==> config.mk <==
export PLATFORM = sky130hd
export DESIGN_NAME = wm_cycle_ctrl
export DESIGN_NICKNAME = d
export VERILOG_FILES = /design/src/rtl/wm_cycle_ctrl.sv
export SDC_FILE = /design/constraint.sdc
export NUM_CORES = 1
export LEC_CHECK = 0
export CORE_ASPECT_RATIO = 1.25
export CORE_MARGIN = 3
export CORE_UTILIZATION = 30
export DETAILED_ROUTE_END_ITERATION = 16
export SYNTH_ARGS = -nofsm -noshare
export SYNTH_HDL_FRONTEND = slang
export SYNTH_SLANG_ARGS = --single-unit
==> constraint.sdc <==
create_clock -name clk -period 4.39 [get_ports clk]
set_input_delay 1.0975 -clock clk [delete_from_list [all_inputs] [get_ports clk]]
set_output_delay 1.0975 -clock clk [all_outputs]
set_load 0.1 [all_outputs]
==> src/rtl/wm_cycle_ctrl.sv <==
// Washing-machine cycle controller: Fill, Wash, Drain, (Rinse, Drain) x RINSE_CNT, Spin, Done,
// with quick mode, pause and abort. Define WM_DOOR_LOCK_EN to add the door_closed / door_lock interlock.
module wm_cycle_ctrl #(
    parameter int unsigned TIMER_W   = 8,
    parameter int unsigned FILL_T    = 10,
    parameter int unsigned WASH_T    = 40,
    parameter int unsigned DRAIN_T   = 8,
    parameter int unsigned RINSE_T   = 20,
    parameter int unsigned SPIN_T    = 30,
    parameter int unsigned RINSE_CNT = 2
) (
    input  logic       clk,
    input  logic       reset,
    input  logic       start_button,
    input  logic       pause_button,
    input  logic       abort,
    input  logic       quick_mode,
`ifdef WM_DOOR_LOCK_EN
    input  logic       door_closed,
    output logic       door_lock,
`endif
    output logic [2:0] state,
    output logic       water_valve,
    output logic       motor_on,
    output logic       motor_fast,
    output logic       drain_pump,
    output logic       busy,
    output logic       paused,
    output logic       out
);

    typedef enum logic [2:0] {
        S_OFF   = 3'b000,
        S_FILL  = 3'b001,
        S_WASH  = 3'b010,
        S_DRAIN = 3'b011,
        S_RINSE = 3'b100,
        S_SPIN  = 3'b101,
        S_DONE  = 3'b110
    } state_e;

    localparam int unsigned WASH_QT = (WASH_T / 2 < 1) ? 1 : WASH_T / 2;
    localparam int unsigned RINSE_QT = (RINSE_T / 2 < 1) ? 1 : RINSE_T / 2;

    localparam logic [TIMER_W-1:0] FILL_LAST    = TIMER_W'(FILL_T - 1);
    localparam logic [TIMER_W-1:0] WASH_LAST    = TIMER_W'(WASH_T - 1);
    localparam logic [TIMER_W-1:0] WASH_QLAST   = TIMER_W'(WASH_QT - 1);
    localparam logic [TIMER_W-1:0] DRAIN_LAST   = TIMER_W'(DRAIN_T - 1);
    localparam logic [TIMER_W-1:0] RINSE_LAST   = TIMER_W'(RINSE_T - 1);
    localparam logic [TIMER_W-1:0] RINSE_QLAST  = TIMER_W'(RINSE_QT - 1);
    localparam logic [TIMER_W-1:0] SPIN_LAST    = TIMER_W'(SPIN_T - 1);
    localparam logic [2:0]         RINSE_N      = 3'(RINSE_CNT);

    state_e             state_q, state_d;
    logic [TIMER_W-1:0] timer_q, timer_d;
    logic [2:0]         rinse_q, rinse_d;
    logic               abort_q, abort_d;
    logic               quick_q, quick_d;
    logic               start_q;
    logic               paused_d;
    logic [TIMER_W-1:0] phase_last;
    logic               start_edge, active, hold;
    logic               door_ok, door_open;

`ifdef WM_DOOR_LOCK_EN
    assign door_ok   = door_closed;
    assign door_open = ~door_closed;
`else
    assign door_ok   = 1'b1;
    assign door_open = 1'b0;
`endif

    assign start_edge = start_button & ~start_q;
    assign active     = (state_q != S_OFF) && (state_q != S_DONE);
    assign hold       = active && (pause_button || door_open);
    assign state      = state_q;

    always_comb begin
        phase_last = FILL_LAST;
        case (state_q)
            S_WASH:  phase_last = quick_q ? WASH_QLAST : WASH_LAST;
            S_DRAIN: phase_last = DRAIN_LAST;
            S_RINSE: phase_last = quick_q ? RINSE_QLAST : RINSE_LAST;
            S_SPIN:  phase_last = SPIN_LAST;
            default: phase_last = FILL_LAST;
        endcase
    end

    always_comb begin
        // NOTE: every next-state variable gets a default here so no path leaves one unassigned (no latches).
        state_d  = state_q;
        timer_d  = timer_q;
        rinse_d  = rinse_q;
        abort_d  = abort_q;
        quick_d  = quick_q;
        paused_d = 1'b0;
        case (state_q)
            S_OFF: begin
                timer_d = '0;
                if (start_edge && door_ok) begin
                    state_d = S_FILL;
                    quick_d = quick_mode;
                end
            end
            S_DONE: begin
                state_d = S_OFF;
                timer_d = '0;
            end
            default: begin
                if (abort && state_q != S_DRAIN) begin
                    // Abort outranks pause: the drain starts immediately and unpaused.
                    state_d = S_DRAIN;
                    timer_d = '0;
                    abort_d = 1'b1;
                end else begin
                    if (abort) abort_d = 1'b1;
                    if (hold) begin
                        paused_d = 1'b1;
                    end else if (timer_q == phase_last) begin
                        timer_d = '0;
                        case (state_q)
                            S_FILL:  state_d = S_WASH;
                            S_WASH:  state_d = S_DRAIN;
                            S_RINSE: begin
                                state_d = S_DRAIN;
                                rinse_d = rinse_q + 3'd1;
                            end
                            S_DRAIN: begin
                                if (abort_d)                state_d = S_OFF;
                                else if (rinse_q < RINSE_N) state_d = S_RINSE;
                                else                        state_d = S_SPIN;
                            end
                            default: state_d = S_DONE;
                        endcase
                    end else begin
                        timer_d = timer_q + TIMER_W'(1);
                    end
                end
            end
        endcase
        if (state_d == S_OFF && state_q != S_OFF) begin
            rinse_d = '0;
            abort_d = 1'b0;
        end
    end

    // Outputs are decoded from next state so they appear registered in the same cycle as state.
    // NOTE: sequential state uses non-blocking assignments so every register samples pre-edge values.
    always_ff @(posedge clk or negedge reset) begin
        if (!reset) begin
            state_q     <= S_OFF;
            timer_q     <= '0;
            rinse_q     <= '0;
            abort_q     <= 1'b0;
            quick_q     <= 1'b0;
            start_q     <= 1'b0;
            paused      <= 1'b0;
            water_valve <= 1'b0;
            motor_on    <= 1'b0;
            motor_fast  <= 1'b0;
            drain_pump  <= 1'b0;
            busy        <= 1'b0;
            out         <= 1'b0;
`ifdef WM_DOOR_LOCK_EN
            door_lock   <= 1'b0;
`endif
        end else begin
            state_q     <= state_d;
            timer_q     <= timer_d;
            rinse_q     <= rinse_d;
            abort_q     <= abort_d;
            quick_q     <= quick_d;
            start_q     <= start_button;
            paused      <= paused_d;
            water_valve <= !paused_d && (state_d == S_FILL || state_d == S_RINSE);
            motor_on    <= !paused_d && (state_d == S_WASH || state_d == S_RINSE || state_d == S_SPIN);
            motor_fast  <= !paused_d && (state_d == S_SPIN);
            drain_pump  <= !paused_d && (state_d == S_DRAIN || state_d == S_SPIN);
            busy        <= (state_d != S_OFF) && (state_d != S_DONE);
            out         <= (state_d == S_DONE);
`ifdef WM_DOOR_LOCK_EN
            door_lock   <= (state_d != S_OFF);
`endif
        end
    end

endmodule

==> impl_metrics.json, run 1 <==
{
  "min_period_ns": 3.37,
  "clock_sinks": 24,
  "initial_utilization_pct": 31.8,
  "hold_class": "flop to flop",
  "p_per_area_mw_per_mm2": 519,
  "vdd_drop_max_uv": 161,
  "cts_inserted_buffers": 3,
  "port-buffer-count": 15,
  "ys_types": 54,
  "setup_viol": 0,
  "cts_resized": 0,
  "fin_skew_ns": 0.00108,
  "cts_max_path_buffers": 2,
  "core_mm2": 0.00487,
  "rsz0062_at_grt": "false",
  "ys_seq_area_share_pct": 38.7,
  "regArea_um2": 601,
  "wire_per_inst_um": 14.1,
  "synth_edf_count": 0,
  "grt-ovfl-total": 0,
  "end_kind": "primary output",
  "ioPinCount": 16,
  "first_pass_iters": 4,
  "synthTopCellsByArea": "dfrtp_1, nand2_1, nor2_1",
  "status": "finished clean",
  "cp.buffers_inverters": 1,
  "multiInputGateArea_um2": 858,
  "crit_path_top_delay_cell": "clkdlybuf4s50_1",
  "cts_root_buffer": "clkbuf_8",
  "tns_ns": 0,
  "netlist_instances": 161,
  "clock_latency_ns": 0.26,
  "drt_wl_total_um": 3260,
  "syn_area_mm2": 0.00155,
  "cts.htree.levels": 1,
  "cap_viol_max_count": 0,
  "grt_pass1_vias": 1202,
  "grt_max_degree": 25,
  "antenna_found_initial": 0,
  "finalHoldViolations": 0,
  "yosysTopAreaCell": "dfrtp_1",
  "worst_path_dominant_cell_family": "buffers and inverters",
  "antenna_left": 0,
  "cpPeakStageDelay_ns": 1.25,
  "worst_ep_required_time_ns": 3.29,
  "first_iter_violations": 43,
  "relSlewSlack_pct": 25.0,
  "ys.flop_type": "dfrtp_1",
  "holdWs_ns": 0.532,
  "grt_pass1_wl_um": 5460,
  "ys_ff_latch": 24,
  "postSynthAreaPerCell_um2": 9.63,
  "async_flop_share_pct": 100,
  "cp_cell_sequence": "clkdlybuf4s50_1",
  "route.vias.total": 1255,
  "gp_congestion": 0.802,
  "vias_per_cell": 5.43,
  "crit_path_start_kind": "flop",
  "cts_setup_buffers": 0,
  "die_h_um": 86.4,
  "die_x_um": 70.3,
  "area_delta_synth_final_pct": 13.2,
  "critPathKind": "flop to primary output",
  "drc": 0,
  "fillCellCount": 498,
  "leakage_nw": 0.674,
  "hpwl_um": 2350,
  "max_freq_mhz": 297,
  "slew_viol_final": 0,
  "clk_pin_slew_ns": 0.08,
  "synth_top_area_share_pct": 38.7,
  "worst_ep_arrival_time_ns": 2.27,
  "final_layout_size_suffix_gt1_share_pct": 7.60,
  "worst_pin_slew_ns": 1.12,
  "antenna_cells": 0,
  "nets": 181,
  "row_count": 28,
  "post-route-period-util_pct": 76.7,
  "cp_max_fo": 19,
  "fp.dieArea_mm2": 0.00607,
  "ys_warn_count": 0,
  "syn_nets": 169,
  "grt_use_total_pct": 11.0,
  "cts_tree": "yes",
  "holdBufCountCts": 0
}
registers in the layout, summed over array words and instances, names as in the netlist:
| name | flops |
|---|---|
| motor_on | 1 |
| drain_pump | 1 |
| timer_q | 8 |
| busy | 1 |
| water_valve | 1 |
| motor_fast | 1 |
| rinse_q | 3 |
| start_q | 1 |
| paused | 1 |
| abort_q | 1 |
| out | 1 |
| state | 3 |
| quick_q | 1 |
metal layers:
layer,track usage [%],routed length [um],vias up
met5,0,0,-
li1,-,-,606
met1,14.6,1530,613
met3,1.39,113,4
met4,3.14,29,0
met2,18.8,1590,32
cell type report:
class / instances / area share [%]
repair buffers: 15 / 8.55
inverters: 8 / 1.71
well taps: 60 / 4.28
flip-flops and latches: 24 / 34.2
multi-input cells: 121 / 48.9
clock buffers: 3 / 2.35
through the flow:
step | power, mW | cells | cell area, um2 | setup WS (ns) | utilization (%)
2_1_floorplan | 0.692 | 161 | 1550 | 1.54 | -
3_3_place_gp | 0.788 | 228 | 1710 | 1.31 | 35.2
3_5_place_dp | 0.786 | 228 | 1710 | 1.31 | 35.2
4_1_cts | 0.921 | 231 | 1760 | 1.01 | 36.0
5_1_grt | 0.971 | 231 | 1760 | 0.943 | 36.0
6_report | 0.911 | 231 | 1760 | 1.02 | 36.0
cells in the mapped netlist (2+ instances only):
master     count
nand4_1        4
o31ai_1        2
nand2_1       15
inv_1          8
o211ai_1       2
o2bb2ai_1      2
nand3_1        2
and3_1         4
mux2i_1        2
nor4_1         3
and2_1         2
xor2_1         2
a311oi_2       2
o21ai_0       10
ha_1           2
nor4bb_1       2
nor2b_1        5
dfrtp_1       24
clkbuf_1       2
nand3b_1       2
buf_4          2
nand2b_1       8
xnor2_1        5
a31oi_1        3
nor2_1        14
a22o_1         2
buf_6          3
final timing paths:
check                                        from                     end  slack (ns)  cells after the start
max                            state[1]$_DFF_PN0_                state[1]        1.02                      1
min                        timer_q[7]$_DFFE_PN0P_  timer_q[7]$_DFFE_PN0P_        0.53                      1
max in group asynchronous                   reset  timer_q[0]$_DFFE_PN0P_        2.28                      1
min in group asynchronous                   reset  timer_q[4]$_DFFE_PN0P_        1.43                      1
max reg2reg                    state[2]$_DFF_PN0_   water_valve$_DFF_PN0_        1.68                      7
min reg2reg                timer_q[7]$_DFFE_PN0P_  timer_q[7]$_DFFE_PN0P_        0.53                      1
where the power goes:
group	switching, mW	internal [mW]
Combinational	0.287	0.161
Clock	0.0678	0.0613
Sequential	0.0744	0.260
Total	0.429	0.482
cell families (layout without fill, tap and decap cells):
kind of cell             Yosys count  in the layout  synth area share, %
XOR/XNOR                           7              7                 3.95
multiplexers                       4              4                 2.74
flip-flops                        24             24                 38.7
AO/OA/AOI/OAI                     38             38                 21.1
adder cells (fa/ha/maj)            2              2                 1.61
buffers and inverters             16             26                 5.89
AND/OR/NAND/NOR                   70             70                 25.9
layout by cell type, fill, tap and decap left out, types with 2 or more instances in the layout:
master	Yosys	layout
nand2b_1	8	8
a31oi_1	3	3
nand3b_1	2	2
inv_1	8	8
o2bb2ai_1	2	2
nor2b_1	5	5
nor2_1	14	14
xnor2_1	5	5
and2_1	2	2
nor4bb_1	2	2
clkdlybuf4s50_1	0	15
nand4_1	4	4
and3_1	4	4
o31ai_1	2	2
clkbuf_8	0	3
a311oi_2	2	2
ha_1	2	2
xor2_1	2	2
o21ai_0	10	10
dfrtp_1	24	24
nand3_1	2	2
nand2_1	15	15
o211ai_1	2	2
a22o_1	2	2
nor4_1	3	3
mux2i_1	2	2
(Power assumes the default switching activity.)
==> run 2: changes to the inputs <==
clock period = 2.8 ns   (was 4.39 ns; I/O delays follow)
==> run 2 against run 1 <==
Effect of this change:
- clock-buffer cell count is the same
- total power increased by 69%
- via count down 1.2%
- core utilization rose by 0.62 points
- first-iteration DRC count rose by 42%
- sequential share of layout area fell by 0.44 points
- sequential power up 50%
- register-to-register slack lost 1.4 ns
- critical endpoint is now rinse_q[2]$_DFFE_PN0P_
- largest power group unchanged
==> impl_metrics.json, run 2 (same netlist as run 1, synthesis figures left out) <==
{
  "slew_viol_final": 0,
  "max_freq_mhz": 399,
  "post-route-period-util_pct": 89.5,
  "core_mm2": 0.00487,
  "nets": 184,
  "largest_register_ff_count": 8,
  "crit_path_start_kind": "flop",
  "wire_per_inst_um": 13.9,
  "r2r-start": "state[2]$_DFF_PN0_",
  "grt_use_total_pct": 11.5,
  "area_delta_synth_final_pct": 15.2,
  "route.vias.total": 1240,
  "setup_viol": 0,
  "status": "finished clean",
  "tns_ns": 0,
  "antenna_found_initial": 0,
  "grt_max_degree": 25,
  "clock_sinks": 24,
  "ioPinCount": 16,
  "grt-ovfl-total": 0,
  "wl_met2_um": 1560,
  "cts.htree.levels": 1,
  "first_pass_iters": 4,
  "drt_wl_total_um": 3270,
  "finalHoldViolations": 0,
  "gp_congestion": 0.897,
  "drc": 0,
  "fin_skew_ns": 0.00317,
  "critPathKind": "flop to flop",
  "cts_inserted_buffers": 3,
  "cap_viol_max_count": 0,
  "die_h_um": 86.4,
  "worst_pin_slew_ns": 0.544,
  "final_cell_mix": "dfrtp_1, nand2_1, nor2_1, buf_4, o21ai_0",
  "initial_utilization_pct": 31.8,
  "first_iter_violations": 61,
  "fin_ws_ns": 0.295,
  "clk_pin_slew_ns": 0.09,
  "drt-met1-wl_um": 1470,
  "die_x_um": 70.3,
  "highest_layer": "met4",
  "wl_met3_um": 134,
  "regMostFlops": "timer_q",
  "worst_ep_required_time_ns": 2.95,
  "rrSetupSlack_ns": 0.29,
  "grt_pass1_vias": 1219,
  "cts_max_path_buffers": 2,
  "crit_start": "state[2]$_DFF_PN0_",
  "pre_cts_ws_ns": 0.164,
  "vdd_drop_max_uv": 383,
  "hpwl_um": 2480,
  "cts_root_buffer": "clkbuf_8",
  "worst_ep_arrival_time_ns": 2.66,
  "cp_max_fo": 20,
  "row_count": 28,
  "cts_resized": 0,
  "hold_class": "flop to flop",
  "mostFrequentLayoutCell": "dfrtp_1",
  "clock_latency_ns": 0.27,
  "cts_setup_buffers": 0,
  "leakage_nw": 0.711,
  "grt_pass1_wl_um": 5650,
  "finalPower_mw": 1.54,
  "port-buffer-count": 15,
  "fp.dieArea_mm2": 0.00607,
  "final_layout_size_suffix_gt1_share_pct": 16.6,
  "final_util_pct": 36.7,
  "relSlewSlack_pct": 63.6,
  "vias_per_cell": 5.28,
  "antenna_left": 0,
  "p_per_area_mw_per_mm2": 865,
  "cts_tree": "yes",
  "holdBufCountCts": 0,
  "end_kind": "flop",
  "antenna_cells": 0,
  "hp-start": "timer_q[7]$_DFFE_PN0P_",
  "rsz0062_at_grt": "false",
  "min_period_ns": 2.51
}
[run 2: metrics by stage]
stage               std cells  hold WS [ns]  area [um2]
CTS                       235         0.520        1790
global route              235         0.559        1790
detailed placement        231         0.508        1710
finish                    235         0.520        1790
global placement          231         0.496        1710
floorplan                 161         0.404        1550
[run 2: final timing paths]
path | end | cells past startpoint
setup / recovery | rinse_q[2]$_DFFE_PN0P_ | 7
hold / removal | timer_q[7]$_DFFE_PN0P_ | 1
min in group asynchronous | rinse_q[0]$_DFFE_PN0P_ | 2
hold reg to reg | timer_q[7]$_DFFE_PN0P_ | 1
max in group asynchronous | state[2]$_DFF_PN0_ | 2
setup reg to reg | rinse_q[2]$_DFFE_PN0P_ | 7
[run 2: per-layer routing]
layer | up-vias | global-route usage (%)
met3 | 10 | 2.90
met2 | 31 | 19.8
met1 | 582 | 13.5
li1 | 617 | -
met5 | - | 0
met4 | 0 | 5.40
[run 2: where the power goes]
group / total, mW / internal (mW) / switching (mW)
clock: 0.307 / 0.191 / 0.116
sequential: 0.501 / 0.409 / 0.0914
combinational: 0.737 / 0.256 / 0.481
[run 2: cell type report]
type | instances | area [um2]
clock buffers | 3 | 41.3
clock inverters | 1 | 30.0
fillers | 501 | 3080
inverters | 8 | 30.0
multi-input cells | 121 | 858
flip-flops and latches | 24 | 603
well taps | 60 | 75.1
repair buffers | 18 | 148
[run 2: critical path, cell delays in order (launching register included)]
cell      delay [ns]
dfrtp_2         0.59
nor3b_1         0.29
mux2i_1         0.30
o211a_1         0.24
nand4_1         0.19
a32o_2          0.35
a311oi_2        0.33
nor2_1          0.10
==> run 3: changes to the inputs <==
DONT_BUFFER_PORTS = 1   (was default)
==> run 3 against run 2 <==
Effect of this change:
- sequential power increased by 28%
- clock skew increased by 0.0025 ns
- critical path depth unchanged
- global-route usage about the same
- first-iteration DRC count decreased by 8.2%
- maximum frequency increased by 2.1%
- total power decreased by 7.9%
- wire length about the same
- sequential share of layout area increased by 2.6 points
- worst setup slack improved by 0.051 ns
- via count decreased by 3.1%
==> impl_metrics.json, run 3 (same netlist as run 1, synthesis figures left out) <==
{
  "vias_per_cell": 5.41,
  "crit_path_start_kind": "flop",
  "pwr-share-comb_pct": 38.0,
  "core_mm2": 0.00487,
  "tns_ns": 0,
  "area_delta_synth_final_pct": 7.02,
  "worst_ep_required_time_ns": 2.98,
  "slew_viol_final": 0,
  "p_sw_uw": 670,
  "hpwl_um": 2460,
  "port-buffer-count": 0,
  "cts_resized": 0,
  "rsz0062_at_grt": "false",
  "design_area_mm2": 0.00166,
  "largest_register_ff_count": 8,
  "setup_viol": 0,
  "clock_latency_ns": 0.27,
  "switching_share_pct": 47.1,
  "gp_congestion": 0.782,
  "antenna_cells": 0,
  "grt_use_total_pct": 11.6,
  "hold_class": "input port to async pin",
  "final_cell_mix": "dfrtp_1, nand2_1, nor2_1, o21ai_0",
  "grt-ovfl-total": 0,
  "end_kind": "flop",
  "cts_tree": "yes",
  "worst_pin_slew_ns": 0.871,
  "status": "finished clean",
  "nets": 171,
  "final_layout_size_suffix_gt1_share_pct": 13.0,
  "cap_viol_max_count": 0,
  "clk_pin_slew_ns": 0.09,
  "cp_max_fo": 20,
  "cts_max_path_buffers": 2,
  "first_pass_iters": 4,
  "p_int_uw": 753,
  "antenna_left": 0,
  "ioPinCount": 16,
  "fp.dieArea_mm2": 0.00607,
  "wire_per_inst_um": 14.7,
  "finalPower_mw": 1.42,
  "antenna_found_initial": 0,
  "row_count": 28,
  "cts_setup_buffers": 0,
  "relSlewSlack_pct": 42.0,
  "placed_area_mm2": 0.00160,
  "drt_wl_total_um": 3270,
  "post-route-period-util_pct": 87.6,
  "critPathKind": "flop to flop",
  "grt_max_degree": 25,
  "regMostFlops": "timer_q",
  "leakage_nw": 0.645,
  "holdBufCountCts": 0,
  "drc": 0,
  "mostFrequentLayoutCell": "dfrtp_1",
  "cts_root_buffer": "clkbuf_8",
  "first_iter_violations": 56,
  "fin_skew_ns": 0.00567,
  "p_clk_share_pct": 16.9,
  "cts_inserted_buffers": 3,
  "cts.htree.levels": 1,
  "min_period_ns": 2.45,
  "max_freq_mhz": 408,
  "clock_sinks": 24,
  "finalHoldViolations": 0,
  "grt_pass1_wl_um": 5690,
  "worst_ep_arrival_time_ns": 2.63,
  "holdWs_ns": 0.115,
  "seqPwrFrac_pct": 45.1,
  "route.vias.total": 1201,
  "grt_pass1_vias": 1163,
  "die_h_um": 86.4,
  "die_x_um": 70.3,
  "initial_utilization_pct": 31.8,
  "vdd_drop_max_uv": 306,
  "p_per_area_mw_per_mm2": 858
}
## run 3: stage by stage
stage | cells | setup slack (ns) | utilization [%]
after floorplan | 161 | 0.0410 | -
after global placement | 218 | 0.307 | 32.9
after detailed placement | 218 | 0.367 | 32.9
after CTS | 222 | 0.341 | 34.1
after global routing | 222 | 0.132 | 34.1
final | 222 | 0.346 | 34.1
## run 3: final timing paths
| path | startpoint | end | slack (ns) | depth (start not counted) |
|---|---|---|---|---|
| worst max-delay path | state[2]$_DFF_PN0_ | water_valve$_DFF_PN0_ | 0.35 | 7 |
| worst min-delay path | reset | start_q$_DFF_PN0_ | 0.11 | 0 |
| worst max register to register | state[2]$_DFF_PN0_ | water_valve$_DFF_PN0_ | 0.35 | 7 |
| worst min register to register | abort_q$_DFFE_PN0P_ | abort_q$_DFFE_PN0P_ | 0.53 | 2 |
| max in group asynchronous | reset | state[2]$_DFF_PN0_ | 2.60 | 0 |
| min in group clk | start_button | start_q$_DFF_PN0_ | 0.45 | 0 |
## run 3: metal layers
| layer | wire length (um) | vias up | part of all wire (%) | global-route usage [%] |
|---|---|---|---|---|
| met1 | 1470 | 575 | 45 | 15.2 |
| met5 | 0 | - | 0 | 0 |
| li1 | - | 591 | - | - |
| met2 | 1570 | 31 | 48 | 18.7 |
| met4 | 48 | 0 | 1.5 | 4.01 |
| met3 | 173 | 4 | 5.3 | 2.67 |
## run 3: layout make-up
cell class	instances	area (um2)
Clock buffer	4	55.1
Fill cell	518	3210
Inverter	8	30.0
Multi-Input combinational cell	121	858
Sequential cell	24	603
Tap cell	60	75.1
Timing Repair Buffer	5	37.5
## run 3: critical path: stages, from the launching register on
cell,delay [ns]
dfrtp_2,0.56
nand2b_4,0.21
or3b_1,0.39
and2_1,0.21
nor4_1,0.50
o31ai_4,0.15
xnor2_1,0.16
a311oi_2,0.19
## run 3: power groups by stage
stage / clock, mW / combinational, mW / sequential (mW)
finish: 0.240 / 0.541 / 0.642
global route: 0.267 / 0.597 / 0.656
global placement: 0 / 0.543 / 0.647
detailed placement: 0 / 0.541 / 0.647
floorplan: 0 / 0.424 / 0.662
CTS: 0.252 / 0.543 / 0.643
